===== src/rtl/rot_seq_8bit.sv =====
// rot_seq_8bit
//
// Multi-step rotate sequencer. It loads a byte and sends it once per clock
// through an external single-step 8-bit rotate stage for a programmed number
// of steps (0-7). It then returns the final byte with a one-cycle done pulse.
// The result is a rotate-by-N function that keeps the combinational stage
// single-step.
//
// Ports:
//   clk        sole clock, rising edge
//   rst_n      asynchronous active-low reset
//   start      request, sampled only in IDLE
//   din[7:0]   byte to rotate, captured with start
//   lr         direction captured with start (0 = left, 1 = right)
//   amount[2:0] number of single-step rotations, captured with start
//   rot_a[7:0] working byte driven to the rotate stage
//   rot_lr     latched direction driven to the rotate stage
//   rot_y[7:0] single-step result from the rotate stage (same cycle)
//   dout[7:0]  final byte, held until the next accepted start
//   busy       high while an operation is in flight (RUN and DONE)
//   done       one-cycle pulse, dout valid while high
//   state_dbg  current FSM state encoding (00 IDLE, 01 RUN, 10 DONE)
//
// Request/response protocol: an operation is accepted on any rising edge
// where start=1 and busy=0, so busy acts as the inverse of ready. The
// operands din/lr/amount matter only on that accepting edge. start while
// busy=1 is dropped, not queued. done marks a single-cycle response, and
// dout keeps its value after done falls.

module rot_seq_8bit (
    input  logic       clk,
    input  logic       rst_n,
    input  logic       start,
    input  logic [7:0] din,
    input  logic       lr,
    input  logic [2:0] amount,
    output logic [7:0] rot_a,
    output logic       rot_lr,
    input  logic [7:0] rot_y,
    output logic [7:0] dout,
    output logic       busy,
    output logic       done,
    output logic [1:0] state_dbg
);

    typedef enum logic [1:0] {
        S_IDLE = 2'b00,
        S_RUN  = 2'b01,
        S_DONE = 2'b10
    } state_t;

    state_t     state, state_nxt;
    logic [7:0] cur, cur_nxt;
    logic [2:0] cnt, cnt_nxt;
    logic       dir_q, dir_nxt;
    logic       load_dout;

    // Next-state and datapath update.
    always_comb begin
        state_nxt = S_IDLE;
        cur_nxt   = cur;
        cnt_nxt   = cnt;
        dir_nxt   = dir_q;
        case (state)
            S_IDLE: begin
                state_nxt = S_IDLE;
                if (start) begin
                    cur_nxt   = din;
                    cnt_nxt   = amount;
                    dir_nxt   = lr;
                    // amount=0 skips RUN entirely, so done follows the accept edge
                    state_nxt = (amount != 3'd0) ? S_RUN : S_DONE;
                end
            end
            S_RUN: begin
                cur_nxt   = rot_y;
                cnt_nxt   = cnt - 3'd1;
                state_nxt = (cnt == 3'd1) ? S_DONE : S_RUN;
            end
            S_DONE: begin
                state_nxt = S_IDLE;
            end
            default: begin
                // Unused encoding 2'b11 falls back to IDLE.
                state_nxt = S_IDLE;
            end
        endcase
    end

    // dout takes the byte that cur is about to hold. It is therefore valid
    // in the same cycle that done goes high, for both the RUN path and the
    // amount=0 path.
    assign load_dout = (state_nxt == S_DONE);

    always_ff @(posedge clk or negedge rst_n) begin
        if (!rst_n) begin
            state <= S_IDLE;
            cur   <= 8'h00;
            cnt   <= 3'd0;
            dir_q <= 1'b0;
            dout  <= 8'h00;
        end else begin
            state <= state_nxt;
            cur   <= cur_nxt;
            cnt   <= cnt_nxt;
            dir_q <= dir_nxt;
            if (load_dout) begin
                dout <= cur_nxt;
            end
        end
    end

    assign rot_a     = cur;
    assign rot_lr    = dir_q;
    assign busy      = (state == S_RUN) || (state == S_DONE);
    assign done      = (state == S_DONE);
    assign state_dbg = state;

endmodule

===== config.mk =====
export PLATFORM = sky130hd
export DESIGN_NAME = rot_seq_8bit
export DESIGN_NICKNAME = d
export VERILOG_FILES = /design/src/rtl/rot_seq_8bit.sv
export SDC_FILE = /design/constraint.sdc
export NUM_CORES = 1
export LEC_CHECK = 0
export BUFFER_PORTS_ARGS = -buffer_cell sky130_fd_sc_hd__buf_2
export CAP_MARGIN = 10
export CORE_UTILIZATION = 48
export CTS_CLUSTER_DIAMETER = 60
export DETAILED_ROUTE_END_ITERATION = 12
export GPL_TIMING_DRIVEN = 0
export PLACE_DENSITY = 0.78
export RECOVER_POWER = 50
export REMOVE_ABC_BUFFERS = 1
export SYNTH_ARGS = -nofsm -noshare
export SYNTH_HDL_FRONTEND = slang
export SYNTH_SLANG_ARGS = --single-unit

===== constraint.sdc =====
create_clock -name clk -period 2.18 [get_ports clk]
set_input_delay 0 -clock clk [delete_from_list [all_inputs] [get_ports clk]]
set_output_delay 0 -clock clk [all_outputs]
set_load 0.05 [all_outputs]

Word-level counts from Yosys, hierarchy flattened
Index checks and enable logic that the tools add are counted.
Word-level totals
  register bits after elaboration: 22
  input port bits: 23
  output and inout bits: 21
  word-level logic and storage cells: 25
Operators by class
  $add $sub $neg: 1
  eq/ne operators: 5
  multiplexer cells: 8
  reduce and logical (&&, ||, !) cells: 6
Operators with widths (count)
  $pmux W8 S2: 1
  $mux W8: 1
  $mux W2: 3
  $pmux W3 S2: 1
  $eq A2 B2 Y1 const B: 2
  $pmux W2 S2: 1
  $reduce_and A2 Y1: 2
  $eq A3 B1 Y1 const B: 1
  $mux W3: 1
  $reduce_bool A3 Y1: 1
  $sub A3 B1 Y3 const B: 1
  $eq A2 B1 Y1 const B: 1
  $logic_not A2 Y1: 1
  $ne A2 B2 Y1 const B: 1
  $reduce_bool A2 Y1: 1
  $logic_or A1 B1 Y1: 1

Longest topological paths before layout
Gate-level depths: netlist (run 1).
  depth after elaboration: 5
  depth in mapped cells: 7
  depth with buffers taken out: 5

Worst setup path before layout (run 1)
No wires, ideal clock.
  kind: register to register
  from: register state[0], in the netlist state_dbg[0]
  to: register dout[0]
  setup time: 0.125 ns
  arrival: 1.913 ns
  data required time: 2.055 ns
  path slack: 0.143 ns
  stages on the path, launching flop included: 6
  path buffers: 1
  period minus slack after synthesis: 2.037 ns
  path through: dfrtp_1 ha_1 clkbuf_1 nand3b_1 a32oi_4 mux2_2
On the way
  longest elaborated chain between the ends: 3
  elaborated cells between the ends (all ways): 5
  those cells by class: eq/ne (2); mux (2); reduce/logical (1)
Ends and longest elaborated chain
  start, declared: line 52  | state_t state, state_nxt;
  start signal, assigned: line 103  | state <= state_nxt;
  $eq A2 B1 Y1 / $logic_not A2 Y1 (equally long branches): line 64  | case (state)
  $pmux W2 S2: line 64
  $eq A2 B2 Y1: line 93  | assign load_dout = (state_nxt == S_DONE);
  end signal, assigned: line 108  | dout <= cur_nxt;
  end, declared: line 40  | output logic [7:0] dout,
Several ways; a longest one is shown, not always the timed one.
A chain may end at the register's enable or synchronous reset.

Worst setup path in the final report (run 1)
  from: register state[0], in the netlist state_dbg[0]
  to: register dout[2]
Same word-level chain as after synthesis.

==> results.sh, run 1 <==
export IMPL_worst_path_max_fanout=19
export IMPL_io_buffer_count=43
export IMPL_postCtsSetupBuffers=0
export IMPL_finClkSkew_ns=0.00889
export IMPL_met1_usage=0.256
export IMPL_xor_xnor_cell_area_share_of_the_yosys_netlist=0
export IMPL_clock_latency_ns=0.31
export IMPL_tightestPinTransition_ns=1.19
export IMPL_pre_cts_slack_ns=-0.145
export IMPL_endpoint="dout[2]"
export IMPL_fp_row_count=17
export IMPL_synth_largest_type_area_fraction=0.464
export IMPL_worstSetupEndpointType="flop"
export IMPL_fp_dieH_um=51.7
export IMPL_post_synth_fa_ha_maj_area_fraction=0.0527
export IMPL_avgViaCountPerCell=5.69
export IMPL_syn_instance_count=98
export IMPL_r2r_end="dout[2]"
export IMPL_average_cell_area_after_synthesis_um2=12.1
export IMPL_groute_layer_met2_usage=0.366
export IMPL_worst_setup_path_startpoint="state_dbg[0]"
export IMPL_fp_dieW_um=51.7
export IMPL_worst_r2r_path_depth=5
export IMPL_drt_first_pass_iters=4
export IMPL_nNetsFinal=170
export IMPL_finalWeightedCongestion=0.704
export IMPL_timing_setup_critical_path_class="reg -> reg"
export IMPL_place_hpwl_mm=1.73
export IMPL_grt_max_degree=23
export IMPL_grt_antenna_before_repair=0
export IMPL_synth_compound_area_frac=0.169
export IMPL_max_freq_mhz=495
export IMPL_worstPathArrival_ns=2.22
export IMPL_antennaDiodeCount=0
export IMPL_worst_r2r_startpoint="state_dbg[0]"
export IMPL_final_hold_viol_count=0
export IMPL_top_library_cells_by_usage_in_the_layout_fill_and_taps_aside="sky130_fd_sc_hd__buf_2, sky130_fd_sc_hd__dfrtp_1, sky130_fd_sc_hd__mux2_2"
export IMPL_postRouteAntennaNets=0
export IMPL_synth_sequential_area_ratio=0.464
export IMPL_postLayoutSetupSlackWorst_ns=0.160
export IMPL_gr_total_overflow=0
export IMPL_cts_tree="done"
export IMPL_clock_sinks=22
export IMPL_relSlewSlack=0.204
export IMPL_worst_min_path_class="in -> reg"
export IMPL_ff2ff_setup_slack_ns=0.16
export IMPL_status="finished clean"
export IMPL_clk_pin_slew_worst_paths_ns=0.12
export IMPL_final_common_cell="sky130_fd_sc_hd__buf_2"
export IMPL_clockRootBuffer="sky130_fd_sc_hd__clkbuf_4"
export IMPL_gr_usage_all_layers=0.207
export IMPL_drv_slew=0
export IMPL_clock_path_buffers=2
export IMPL_synthesis_area_um2=1190
export IMPL_hold_path_cell_count=3
export IMPL_grt_first_pass_wirelength_mm=4.09
export IMPL_final_layout_size_suffix_gt1_frac=0.411
export IMPL_drc=0
export IMPL_standard_cell_core_area_um2=2280
export IMPL_yosysWarningCount=0
export IMPL_synthToLayoutAreaGrowth_pct=22.4
export IMPL_finalCritPeriodShare=0.927
export IMPL_floorplan_initialDensity=0.522
export IMPL_cp_required_ns=2.38
export IMPL_cts_made_buffers=3
export IMPL_first_global_vias=928
export IMPL_ctsHtreeMaxLevel=1
export IMPL_maxCapViolations=0
export IMPL_combinational_family_with_the_most_area_after_synthesis="compound AO/OA/AOI/OAI gates"
export IMPL_via_count=961
export IMPL_synth_main_ff_cell="sky130_fd_sc_hd__dfrtp_1"
export IMPL_synth_edf_count=0
export IMPL_postRouteWirelength_mm=2.40
export IMPL_grt_setup_unrepaired="no"
export IMPL_drt_iter0_markers=9
export IMPL_floorplan_io_pins=44
export IMPL_worst_setup_path_start_kind="flop"
export IMPL_finalSetupViolations=0
export IMPL_detail_route_wl_per_cell_um=14.2
export IMPL_finalCriticalPeriod_ns=2.02
export IMPL_grt_most_used_layer="met2"
export IMPL_post_synth_top_area_cell="sky130_fd_sc_hd__dfrtp_1"
export IMPL_yosys_area_share_simple=0.112
export IMPL_post_synth_main_area_contributors="sky130_fd_sc_hd__dfrtp_1, sky130_fd_sc_hd__mux2_2, sky130_fd_sc_hd__a221o_1"
export IMPL_use_met3=0.0322
export IMPL_async_reset_ff_frac=1.00
export IMPL_synth_lib_cells_used_distinct=26
export IMPL_muxShareOfSynthArea=0.161
export IMPL_yosys_register_bits=22
export IMPL_floorplan_die_area_um2=2680
## Yosys cell counts (2+ instances only)
master                      n
sky130_fd_sc_hd__mux2_2    17
sky130_fd_sc_hd__nand2b_1   5
sky130_fd_sc_hd__nand3b_1   3
sky130_fd_sc_hd__and2_1     8
sky130_fd_sc_hd__a221o_1    8
sky130_fd_sc_hd__dfrtp_1   22
sky130_fd_sc_hd__nand3_1    2
sky130_fd_sc_hd__clkbuf_1   4
sky130_fd_sc_hd__ha_1       5
sky130_fd_sc_hd__a22oi_1    2
sky130_fd_sc_hd__o21ai_0    3
sky130_fd_sc_hd__inv_1      5
## logic make-up after synthesis
kind of cell | count (synthesis)
AO/OA/AOI/OAI | 22
flip-flops | 22
AND/OR/NAND/NOR | 21
multiplexers | 17
buffers and inverters | 11
adder cells (fa/ha/maj) | 5
## metrics by stage
step / std cells / instance area [um2] / TNS, ns / utilization / hold WS (ns)
finish: 169 / 1450 / 0 / 0.639 / 0.0114
global placement: 163 / 1410 / -0.558 / 0.618 / -0.00764
detailed placement: 163 / 1410 / -1.05 / 0.618 / -0.00253
global route: 169 / 1450 / 0 / 0.639 / 0.0339
CTS: 169 / 1470 / 0 / 0.645 / 0.00704
floorplan: 92 / 1160 / 0 / - / -0.296
## what timing repair did
action	in CTS	in global routing
endpoints found under the setup margin	8	0
gates resized for setup	2	0
hold buffers	2	0
hold endpoints to repair	23	0
## worst max-delay path, cell delays in order, from the launching register on
cell,delay [ns]
sky130_fd_sc_hd__dfrtp_1,0.42
sky130_fd_sc_hd__inv_1,0.09
sky130_fd_sc_hd__ha_2,0.46
sky130_fd_sc_hd__nand3b_1,0.18
sky130_fd_sc_hd__a32oi_4,0.38
sky130_fd_sc_hd__mux2_2,0.38
## sequential cells by signal (all words and copies together), names as in the netlist
signal	cells
rot_a	8
state_dbg	2
dout	8
cnt	3
rot_lr	1
## area by class of cell
type	instances	area, um2
clock buffer	4	36.3
fill	205	822
inverter	5	18.8
multi-input combinational	65	592
sequential	22	551
tap	28	35.0
timing repair buffer	45	221
## routing by layer
| metal | vias up | part of all wire | wire length (um) |
|---|---|---|---|
| met5 | - | 0 | 0 |
| met4 | 0 | 0.0042 | 10 |
| met3 | 2 | 0.061 | 146 |
| met2 | 38 | 0.48 | 1150 |
| met1 | 467 | 0.45 | 1090 |
| li1 | 454 | - | - |
## worst min path at each step
stage | from | end | slack [ns]
after floorplan | rst_n | cnt[0] | -0.30
after global placement | rst_n | cnt[2] | -0.008
after detailed placement | rst_n | state_dbg[0] | -0.003
after CTS | rot_y[3] | rot_a[3] | 0.007
after global routing | amount[1] | cnt[1] | 0.03
final | rot_y[3] | rot_a[3] | 0.01
Power of run 1 is left out: the tool's default activity adds up to more than one toggle a clock period on the data nets, which glitch-free logic cannot reach.
==> run 2: changes to the inputs <==
--- a/config.mk
+++ b/config.mk
@@ -5,9 +5,9 @@
 export SDC_FILE = /design/constraint.sdc
 export NUM_CORES = 1
 export LEC_CHECK = 0
+export ABC_AREA = 1
 export BUFFER_PORTS_ARGS = -buffer_cell sky130_fd_sc_hd__buf_2
-export CAP_MARGIN = 10
-export CORE_UTILIZATION = 48
+export CORE_UTILIZATION = 47
 export CTS_CLUSTER_DIAMETER = 60
 export DETAILED_ROUTE_END_ITERATION = 12
 export GPL_TIMING_DRIVEN = 0
==> results.sh, run 2 <==
export IMPL_status="finished clean"
export IMPL_worst_r2r_path_depth=7
export IMPL_async_reset_ff_frac=1.00
export IMPL_syn_instance_count=124
export IMPL_drt_first_pass_iters=4
export IMPL_drv_slew=0
export IMPL_synthesis_area_um2=1110
export IMPL_standard_cell_core_area_um2=2230
export IMPL_endpoint="dout[6]"
export IMPL_clk_pin_slew_worst_paths_ns=0.12
export IMPL_top_library_cells_by_usage_in_the_layout_fill_and_taps_aside="sky130_fd_sc_hd__nand2_1, sky130_fd_sc_hd__buf_2, sky130_fd_sc_hd__nand3_1"
export IMPL_floorplan_die_area_um2=2570
export IMPL_place_hpwl_mm=1.84
export IMPL_grt_setup_unrepaired="no"
export IMPL_detail_route_wl_per_cell_um=13.0
export IMPL_final_layout_size_suffix_gt1_frac=0.262
export IMPL_grt_max_degree=23
export IMPL_postRouteAntennaNets=0
export IMPL_average_cell_area_after_synthesis_um2=8.99
export IMPL_floorplan_io_pins=44
export IMPL_maxCapViolations=0
export IMPL_synth_sequential_area_ratio=0.494
export IMPL_gr_total_overflow=0
export IMPL_synth_lib_cells_used_distinct=19
export IMPL_max_freq_mhz=510
export IMPL_synth_most_common_cell="sky130_fd_sc_hd__nand2_1"
export IMPL_worst_setup_path_startpoint="state_dbg[1]"
export IMPL_final_fill_count=176
export IMPL_timing_setup_critical_path_class="reg -> reg"
export IMPL_cp_required_ns=2.38
export IMPL_io_buffer_count=43
export IMPL_ff2ff_setup_slack_ns=0.22
export IMPL_grt_first_pass_wirelength_mm=4.71
export IMPL_peakVddDrop_mv=1.19
export IMPL_yosys_register_bits=22
export IMPL_cts_tree="done"
export IMPL_fp_dieW_um=50.7
export IMPL_nNetsFinal=216
export IMPL_r2r_end="dout[6]"
export IMPL_worst_min_path_class="in -> reg"
export IMPL_cts_resized=0
export IMPL_clock_path_buffers=2
export IMPL_avgViaCountPerCell=5.14
export IMPL_first_global_vias=1080
export IMPL_drt_iter0_markers=23
export IMPL_finalSetupViolations=0
export IMPL_cts_made_buffers=3
export IMPL_finClkSkew_ns=0.00268
export IMPL_clock_sinks=22
export IMPL_relSlewSlack=0.217
export IMPL_multi_input_area_um2=493
export IMPL_worst_r2r_startpoint="state_dbg[1]"
export IMPL_total_leakage_power_nw=0.801
export IMPL_yosysWarningCount=0
export IMPL_gr_usage_all_layers=0.249
export IMPL_finalCritPeriodShare=0.900
export IMPL_area_sequential_um2=551
export IMPL_floorplan_initialDensity=0.499
export IMPL_synth_largest_type_area_fraction=0.494
export IMPL_drc=0
export IMPL_hold_path_cell_count=4
export IMPL_grt_antenna_before_repair=0
export IMPL_post_synth_main_area_contributors="sky130_fd_sc_hd__dfrtp_1, sky130_fd_sc_hd__nand2_1, sky130_fd_sc_hd__nand3_1"
export IMPL_worstPathArrival_ns=2.17
export IMPL_finalWeightedCongestion=0.737
export IMPL_final_common_cell="sky130_fd_sc_hd__nand2_1"
export IMPL_clock_latency_ns=0.30
export IMPL_via_count=1105
export IMPL_worstSetupEndpointType="flop"
export IMPL_post_synth_top_area_cell="sky130_fd_sc_hd__dfrtp_1"
export IMPL_power_density_nw_per_um2=1700
export IMPL_worst_setup_path_start_kind="flop"
export IMPL_final_hold_viol_count=0
export IMPL_power_total_mw=2.64
export IMPL_synth_main_ff_cell="sky130_fd_sc_hd__dfrtp_1"
export IMPL_tightestPinTransition_ns=1.18
export IMPL_antennaDiodeCount=0
export IMPL_synthToLayoutAreaGrowth_pct=39.3
export IMPL_finalCriticalPeriod_ns=1.96
export IMPL_ctsHtreeMaxLevel=1
export IMPL_synth_edf_count=0
export IMPL_clockRootBuffer="sky130_fd_sc_hd__clkbuf_4"
export IMPL_postRouteWirelength_mm=2.79
export IMPL_fp_dieH_um=50.7
export IMPL_fin_setup_tns_ns=0
export IMPL_worst_path_max_fanout=17
export IMPL_list_of_most_frequent_post_synthesis_cells="sky130_fd_sc_hd__nand2_1, sky130_fd_sc_hd__nand3_1, sky130_fd_sc_hd__dfrtp_1"
export IMPL_fp_row_count=17
## run 2: timing repair
item | 4_1_cts | 5_1_grt
hold buffers | 20 | 0
endpoints found under the hold margin | 33 | 0
buffers inserted | 0 | 0
## run 2: logic make-up after synthesis
| family | after synthesis | synth area share |
|---|---|---|
| DFF | 22 | 0.494 |
| AOI/OAI and AO/OA | 6 | 0.0415 |
| xor gates and xnor gates | 1 | 0.00786 |
| and+or+nand+nor | 77 | 0.337 |
| adders and majority gates | 5 | 0.0561 |
| buffers and inverters | 13 | 0.0640 |
## run 2: how the worst min path moves through the flow
| stage | slack, ns | from | end |
|---|---|---|---|
| finish | 0.08 | amount[0] | state_dbg[1] |
| global route | 0.09 | amount[0] | state_dbg[1] |
| CTS | 0.07 | amount[0] | state_dbg[1] |
| detailed placement | -0.009 | rst_n | dout[2] |
| global placement | -0.02 | rst_n | rot_a[6] |
| floorplan | -0.30 | rst_n | cnt[0] |
## run 2: cell type report
cell class                      instances  share of cell area
Sequential cell                        22               0.355
Multi-Input combinational cell         89               0.317
Timing Repair Buffer                   63               0.259
Clock buffer                            4              0.0234
Inverter                                9              0.0234
Tap cell                               28              0.0226
## run 2: worst max-delay path, stage by stage (launching register included)
cell and delay (ns):
sky130_fd_sc_hd__dfrtp_1 0.41, sky130_fd_sc_hd__inv_1 0.09, sky130_fd_sc_hd__ha_1 0.62, sky130_fd_sc_hd__nand2_2 0.30, sky130_fd_sc_hd__nand3_1 0.16, sky130_fd_sc_hd__nand3_1 0.12, sky130_fd_sc_hd__nand3_1 0.11, sky130_fd_sc_hd__nand2_1 0.05
## run 2: power by group
part           total [mW]  internal (mW)  leakage (nW)  switching (mW)
clock               0.221          0.102        0.0210           0.120
sequential          0.723          0.606         0.268           0.117
combinational        1.70          0.404         0.512            1.30
total                2.64           1.11         0.801            1.53
## run 2: metal layers
layer	share of wire	GRT usage	routed length, um
met4	0.0043	0.0833	12
met1	0.40	0.288	1110
met2	0.55	0.460	1530
met3	0.047	0.0394	132
met5	0	0	0
## run 2: through the flow
step	worst slack (ns)	util	area [um2]	cells	hold WS, ns
2_1_floorplan	0.380	-	1080	120	-0.296
3_3_place_gp	0.344	0.596	1330	191	-0.0155
3_5_place_dp	0.309	0.596	1330	191	-0.00882
4_1_cts	0.292	0.701	1570	215	0.0696
5_1_grt	0.0442	0.695	1550	215	0.0893
6_report	0.217	0.695	1550	215	0.0820
No activity file was read; power rests on OpenSTA's default activity.
==> run 3: changes to the inputs <==
--- a/config.mk
+++ b/config.mk
@@ -11,9 +11,11 @@
 export CTS_CLUSTER_DIAMETER = 60
 export DETAILED_ROUTE_END_ITERATION = 12
 export GPL_TIMING_DRIVEN = 0
+export MAX_ROUTING_LAYER = met4
 export PLACE_DENSITY = 0.78
 export RECOVER_POWER = 50
 export REMOVE_ABC_BUFFERS = 1
 export SYNTH_ARGS = -nofsm -noshare
 export SYNTH_HDL_FRONTEND = slang
 export SYNTH_SLANG_ARGS = --single-unit
+export TNS_END_PERCENT = 5
==> results.sh, run 3 (synthesis results as in run 2) <==
export IMPL_status="finished clean"
export IMPL_maxCapViolations=0
export IMPL_floorplan_initialDensity=0.499
export IMPL_drt_iter0_markers=23
export IMPL_cp_required_ns=2.38
export IMPL_antennaDiodeCount=0
export IMPL_clockRootBuffer="sky130_fd_sc_hd__clkbuf_4"
export IMPL_peakVddDrop_mv=1.19
export IMPL_avgViaCountPerCell=5.11
export IMPL_clock_path_buffers=2
export IMPL_final_fill_count=176
export IMPL_worstPathArrival_ns=2.15
export IMPL_postRouteAntennaNets=0
export IMPL_cp_slowest_stage_delay_ns=0.62
export IMPL_power_total_mw=2.64
export IMPL_fp_row_count=17
export IMPL_multi_input_area_um2=493
export IMPL_grt_first_pass_wirelength_mm=4.69
export IMPL_worst_setup_path_start_kind="flop"
export IMPL_finalCriticalPeriod_ns=1.95
export IMPL_final_common_cell="sky130_fd_sc_hd__nand2_1"
export IMPL_fp_dieW_um=50.7
export IMPL_power_density_nw_per_um2=1700
export IMPL_fin_setup_tns_ns=0
export IMPL_worst_path_max_fanout=17
export IMPL_floorplan_die_area_um2=2570
export IMPL_tightestPinTransition_ns=1.17
export IMPL_worst_r2r_startpoint="state_dbg[1]"
export IMPL_max_freq_mhz=513
export IMPL_fin_hold_ws_ns=0.0804
export IMPL_cpMostUsedCell="sky130_fd_sc_hd__nand3_1"
export IMPL_worst_setup_path_startpoint="state_dbg[1]"
export IMPL_ctsHtreeMaxLevel=1
export IMPL_drv_slew=0
export IMPL_finalCritPeriodShare=0.894
export IMPL_finalSetupViolations=0
export IMPL_gr_total_overflow=0
export IMPL_total_leakage_power_nw=0.801
export IMPL_clock_latency_ns=0.30
export IMPL_relSlewSlack=0.217
export IMPL_timing_critical_path_slowest_stage_cell="sky130_fd_sc_hd__ha_1"
export IMPL_cp_cell_sequence="inv_1 -> ha_1 -> nand2_2 -> nand3_1 -> nand3_1 -> nand3_1 -> nand2_1"
export IMPL_place_hpwl_mm=1.84
export IMPL_area_sequential_um2=551
export IMPL_drc=0
export IMPL_clk_pin_slew_worst_paths_ns=0.12
export IMPL_cts_resized=0
export IMPL_standard_cell_core_area_um2=2230
export IMPL_gr_usage_all_layers=0.256
export IMPL_grt_antenna_before_repair=0
export IMPL_detail_route_wl_per_cell_um=12.9
export IMPL_grt_setup_unrepaired="no"
export IMPL_synthToLayoutAreaGrowth_pct=39.3
export IMPL_cts_made_buffers=3
export IMPL_ff2ff_setup_slack_ns=0.23
export IMPL_finClkSkew_ns=0.00145
export IMPL_worstSetupEndpointType="flop"
export IMPL_final_hold_viol_count=0
export IMPL_clock_sinks=22
export IMPL_io_buffer_count=43
export IMPL_cts_tree="done"
export IMPL_finalWeightedCongestion=0.746
export IMPL_timing_setup_critical_path_class="reg -> reg"
export IMPL_postRouteWirelength_mm=2.78
export IMPL_worst_min_path_class="in -> reg"
export IMPL_drt_first_pass_iters=4
export IMPL_via_count=1099
export IMPL_holdCritStartpoint="amount[0]"
export IMPL_nNetsFinal=216
export IMPL_grt_max_degree=23
export IMPL_first_global_vias=1083
export IMPL_top_library_cells_by_usage_in_the_layout_fill_and_taps_aside="sky130_fd_sc_hd__nand2_1, sky130_fd_sc_hd__buf_2, sky130_fd_sc_hd__nand3_1"
export IMPL_floorplan_io_pins=44
export IMPL_final_layout_size_suffix_gt1_frac=0.262
export IMPL_fp_dieH_um=50.7
run 3: layout make-up:
type / instances / share of cell area
flip-flops and latches: 22 / 0.355
multi-input cells: 89 / 0.317
repair buffers: 63 / 0.259
clock buffers: 4 / 0.0234
inverters: 9 / 0.0234
well taps: 28 / 0.0226
run 3: worst paths after layout:
path,endpoint,cells past startpoint
max in group asynchronous,rot_a[1],2
worst max-delay path,dout[6],7
worst min-delay path,state_dbg[1],4
worst max register to register,dout[6],7
min in group asynchronous,dout[2],2
worst min register to register,dout[5],2
run 3: power by group:
part | leakage (nW) | internal [mW] | switching, mW
Sequential | 0.268 | 0.606 | 0.117
Clock | 0.0210 | 0.102 | 0.120
Combinational | 0.512 | 0.403 | 1.29
Total | 0.801 | 1.11 | 1.53
run 3: timing repair:
action                    4_1_cts  5_1_grt
hold buffers                   20        0
hold endpoints to repair       33        0
buffers inserted                0        0
run 3: through the flow:
step	worst slack, ns	instance area (um2)	cells	utilization
after floorplan	0.380	1080	120	-
after global placement	0.344	1330	191	0.596
after detailed placement	0.309	1330	191	0.596
after CTS	0.292	1570	215	0.701
after global routing	0.0442	1550	215	0.695
final	0.231	1550	215	0.695
run 3: critical path: cells and delay by family (launching register included):
family	cells	cell delay [ns]
adders and majority gates	1	0.62
buffers and inverters	1	0.08
and+or+nand+nor	5	0.75
DFF	1	0.41
run 3: routing by layer:
layer | GRT usage | vias up | wire length (um)
met5 | - | - | 0
met4 | 0.0833 | 0 | 10
met3 | 0.0333 | 2 | 133
met2 | 0.460 | 41 | 1530
met1 | 0.292 | 529 | 1110
li1 | - | 527 | -
